### src/rtl/csd_encoder.sv
// csd_encoder: sequential binary-to-CSD (non-adjacent form) converter.
// Produces one signed digit per clock, least-significant first. Each digit is
// written into a 16-entry digit memory through weCsd/address/dataIn.
// Digit encoding: +1 = 8'h01, 0 = 8'h00, -1 = 8'hFF.
// Optional build macro: CSD_SIGNED_EN. When it is defined, binIn is treated as
// two's complement and sign-extended. Otherwise binIn is unsigned and zero-extended.
//
// Handshake: start is sampled only in IDLE. When start is accepted, binIn is
// latched, and the next NDIG cycles carry one write each (weCsd=1). done then
// pulses for one cycle. start seen while busy or in DONE is dropped, not queued.
module csd_encoder #(
    parameter int NDIG = 16
) (
    input  logic       clk,
    input  logic       reset,
    input  logic       start,
    input  logic [7:0] binIn,
    output logic       weCsd,
    output logic [3:0] address,
    output logic [7:0] dataIn,
    output logic       busy,
    output logic       done,
    output logic [3:0] nzCount,
    output logic [1:0] fsm_state
);

    typedef enum logic [1:0] {
        IDLE = 2'd0,
        ENC  = 2'd1,
        DONE = 2'd2
    } state_t;

    localparam logic [3:0] LAST_IDX = 4'(NDIG - 1);

    state_t      state;
    logic [9:0]  x;
    logic [3:0]  count;

    logic [9:0]  x_load;
    logic [9:0]  step_src;
    logic [9:0]  step_x;
    logic [7:0]  step_digit;
    logic        step_nz;

`ifdef CSD_SIGNED_EN
    assign x_load = {{2{binIn[7]}}, binIn};
`else
    assign x_load = {2'b00, binIn};
`endif

    assign fsm_state = state;

    // Single NAF digit step. On the accept edge, the step uses the freshly
    // extended operand, so digit 0 is already on the write port in the first
    // busy cycle. Afterwards, the step uses the working register.
    always_comb begin
        step_src   = (state == IDLE) ? x_load : x;
        step_digit = 8'h00;
        step_nz    = 1'b0;
        step_x     = 10'($signed(step_src) >>> 1);
        case (step_src[1:0])
            2'b01: begin
                step_digit = 8'h01;
                step_nz    = 1'b1;
                step_x     = 10'($signed(step_src - 10'd1) >>> 1);
            end
            2'b11: begin
                step_digit = 8'hFF;
                step_nz    = 1'b1;
                step_x     = 10'($signed(step_src + 10'd1) >>> 1);
            end
            default: ;
        endcase
    end

    // Control FSM with registered write port, status and result outputs.
    always_ff @(posedge clk) begin
        if (reset) begin
            state   <= IDLE;
            x       <= '0;
            count   <= '0;
            weCsd   <= 1'b0;
            address <= '0;
            dataIn  <= 8'h00;
            busy    <= 1'b0;
            done    <= 1'b0;
            nzCount <= '0;
        end else begin
            case (state)
                IDLE: begin
                    done <= 1'b0;
                    if (start) begin
                        state   <= ENC;
                        x       <= step_x;
                        dataIn  <= step_digit;
                        address <= '0;
                        weCsd   <= 1'b1;
                        busy    <= 1'b1;
                        count   <= {3'b000, step_nz};
                    end
                end
                ENC: begin
                    if (address == LAST_IDX) begin
                        state   <= DONE;
                        weCsd   <= 1'b0;
                        busy    <= 1'b0;
                        done    <= 1'b1;
                        dataIn  <= 8'h00;
                        nzCount <= count;
                    end else begin
                        x       <= step_x;
                        dataIn  <= step_digit;
                        address <= address + 4'd1;
                        count   <= count + {3'b000, step_nz};
                    end
                end
                DONE: begin
                    state   <= IDLE;
                    done    <= 1'b0;
                    address <= '0;
                end
                default: state <= IDLE;
            endcase
        end
    end

endmodule

### config.mk
export PLATFORM = sky130hd
export DESIGN_NAME = csd_encoder
export DESIGN_NICKNAME = d
export VERILOG_FILES = /design/src/rtl/csd_encoder.sv
export SDC_FILE = /design/constraint.sdc
export NUM_CORES = 1
export LEC_CHECK = 0
export CAP_MARGIN = 15
export CORE_MARGIN = 2
export CORE_UTILIZATION = 53
export DETAILED_ROUTE_END_ITERATION = 12
export PLACE_DENSITY = 0.8
export SLEW_MARGIN = 20
export SYNTH_ARGS = -nofsm -noshare
export SYNTH_HDL_FRONTEND = slang
export SYNTH_SLANG_ARGS = --single-unit
export TNS_END_PERCENT = 5
### constraint.sdc
create_clock -name clk -period 3.4 [get_ports clk]
set_input_delay 0.68 -clock clk [delete_from_list [all_inputs] [get_ports clk]]
set_output_delay 0.68 -clock clk [all_outputs]
set_load 0.005 [all_outputs]
==> results.cfg <==
[status]
status = completed

[cts]
clock_tree.htree_level_count = 1
path_clk_slew_ps = 140
cts_setup_buffers = 0
cts_hold_buf = 0
cts_buffer_depth = 2
cts_made_buffers = 3
insertion_delay_ps = 320
cts-root-buf = clkbuf_4
cts_resized = 0
cts_sinks = 27
cts_tree = built

[die]
core_um2 = 3390
fp.dieW_um = 63.9
die_y_um = 63.9
row_count = 21
die_area_um2 = 4080
num_io_pins = 32
initial_utilization = 0.560

[worst_setup_path]
crit_fanout = 4
slowest_delay_ps = 520
cp-end-kind = flop
worst_path_dominant_cell_family = compound AO/OA/AOI/OAI gates
cp_num_buf_inv = 3
worst_path_most_repeated_cell = a2111oi_1
cp_slowest_cell = clkdlybuf4s50_1
crit_type = input port to flop
r2r_setup_slack_ps = 450
ff2ff_path_depth = 9
arrival_ps = 3270
cp_cell_sequence = clkdlybuf4s50_1, nand2_1, o21ai_4, inv_1, ha_1, buf_4, a2111oi_1, a221oi_1, or2_1, a2111oi_1
path_depth = 10
crit_required_ps = 3620
crit_path_start_kind = input port

[route]
dr.first_iter.drc_count = 133
wl_met3_um = 389
met2_length_um = 2180
first_pass_iters = 4
drc = 0
routed_wl_um = 4760
m1WireLength_um = 2150
vias = 1892
avgViaCountPerCell = 6.12
routed.top_layer = met4
drt-wirelength-per-cell_um = 15.4
ant_nets = 0

[synth]
ys_async_sr_fraction = 0
synth.distinct_cells = 60
seq_area_frac_synth = 0.285
ys_warn_count = 0
syn_area_um2 = 1900
syn-instance-count = 237
synth-seq-cells = 27
synth_fp_nets = 253
synth-main-ff-cell = dfxtp_1
avgSynthCellArea_um2 = 8.01
synth_edf_count = 0

[job]
cap_violations = 0

[sta]
rsz0062_at_grt = false
min_period_over_period = 0.897
tightest_slew_ps = 562
clock_skew_ps = 4.10
maxSlewViolCount = 0
fmax_mhz = 328
relSlewSlack = 0.620
finalCriticalPeriod_ps = 3050
finalSetupViolations = 0
hold_viol_final = 0
tns_ps = 0

[placed_design]
placed_cells = 305
gp_congestion = 1.01
port_buffers = 31
dpl.hpwl_um = 3580

[global_routing]
grt_pass1_vias = 1684
antenna_found_initial = 0
grt_pass1_wl_um = 8110
grt_max_degree = 16
grt-ovfl-total = 0
grtUsageTotal = 0.244

[finish]
ff_latch_area_um2 = 541
layout_commonest_cell = clkdlybuf4s50_1
fin_nets = 280
mostFrequentLayoutCells = clkdlybuf4s50_1 (31), dfxtp_1 (27), nor2_1 (23)
fillers = 305
drive_gt1_frac = 0.0951
fin_cells = 309
syn_to_final_growth_pct = 18.6
insertedDiodeCount = 0
multi_input_area_um2 = 1190

[power_and_ir_drop]
ir_worst_vdd_v = 0.000281
powerDensity_nw_per_um2 = 320
p_leak_nw = 0.852

[min_path]
hold_depth = 2
min_path_type = flop to flop
layer usage:
metal,GRT usage,vias to the layer above
met4,0.0380,0
li1,-,929
met5,0,-
met3,0.0317,6
met2,0.395,100
met1,0.352,857
synth_stat cells (6+ instances only):
master / n / share of area
nand3_1: 9 / 0.024
buf_4: 8 / 0.032
inv_1: 7 / 0.014
mux2i_1: 7 / 0.037
dfxtp_1: 27 / 0.28
nor2_1: 23 / 0.045
a21oi_1: 15 / 0.040
a211oi_1: 6 / 0.024
nand2_1: 20 / 0.040
clkbuf_1: 6 / 0.012
o211ai_1: 7 / 0.028
xor2_1: 6 / 0.028
state kept, by name, indices dropped and copies added, names as in the netlist:
register / cells
count: 4
done: 1
nzCount: 4
x: 9
address: 4
dataIn: 2
fsm_state: 2
busy: 1
kinds of logic after synthesis:
| family | Yosys count | synth area share |
|---|---|---|
| AND/OR/NAND/NOR | 90 | 0.248 |
| AO/OA/AOI/OAI | 68 | 0.260 |
| adder cells (fa/ha/maj) | 6 | 0.0389 |
| multiplexers | 10 | 0.0547 |
| buffers and inverters | 30 | 0.0863 |
| XOR/XNOR | 6 | 0.0277 |
| flip-flops | 27 | 0.285 |
worst paths after layout:
path | from | to
worst max-delay path | binIn[0] | x[8]$_SDFFE_PP0P_
worst min-delay path | count[0]$_SDFFE_PP0P_ | count[0]$_SDFFE_PP0P_
worst max register to register | fsm_state[0]$_SDFFE_PP0P_ | x[8]$_SDFFE_PP0P_
worst min register to register | count[0]$_SDFFE_PP0P_ | count[0]$_SDFFE_PP0P_
stage by stage:
step / utilization / hold WS (ps) / worst slack [ps] / instance area (µm²) / power [mW]
after detailed placement: 0.657 / 472 / 49.1 / 2230 / 0.587
after CTS: 0.665 / 494 / 390 / 2250 / 0.722
after global routing: 0.665 / 510 / 184 / 2250 / 0.763
final: 0.665 / 494 / 349 / 2250 / 0.721
after floorplan: - / 446 / 391 / 1900 / 0.513
after global placement: 0.657 / 459 / 123 / 2230 / 0.583
where the power goes:
group,internal [mW],switching [mW]
Combinational,0.106,0.123
Sequential,0.333,0.0225
Clock,0.0458,0.0898
worst min-delay path: cells and delay by family, from the launching register on:
kind / cells / cell delay (ps)
compound gates: 1 / 50
flops: 1 / 350
simple gates: 1 / 60
final cells by class:
cell class,instances,area share
inverters,9,0.0150
repair buffers,43,0.178
multi-input cells,180,0.530
clock buffers,4,0.0117
flip-flops and latches,27,0.240
well taps,46,0.0255
Power figures use the tool's default switching activity.
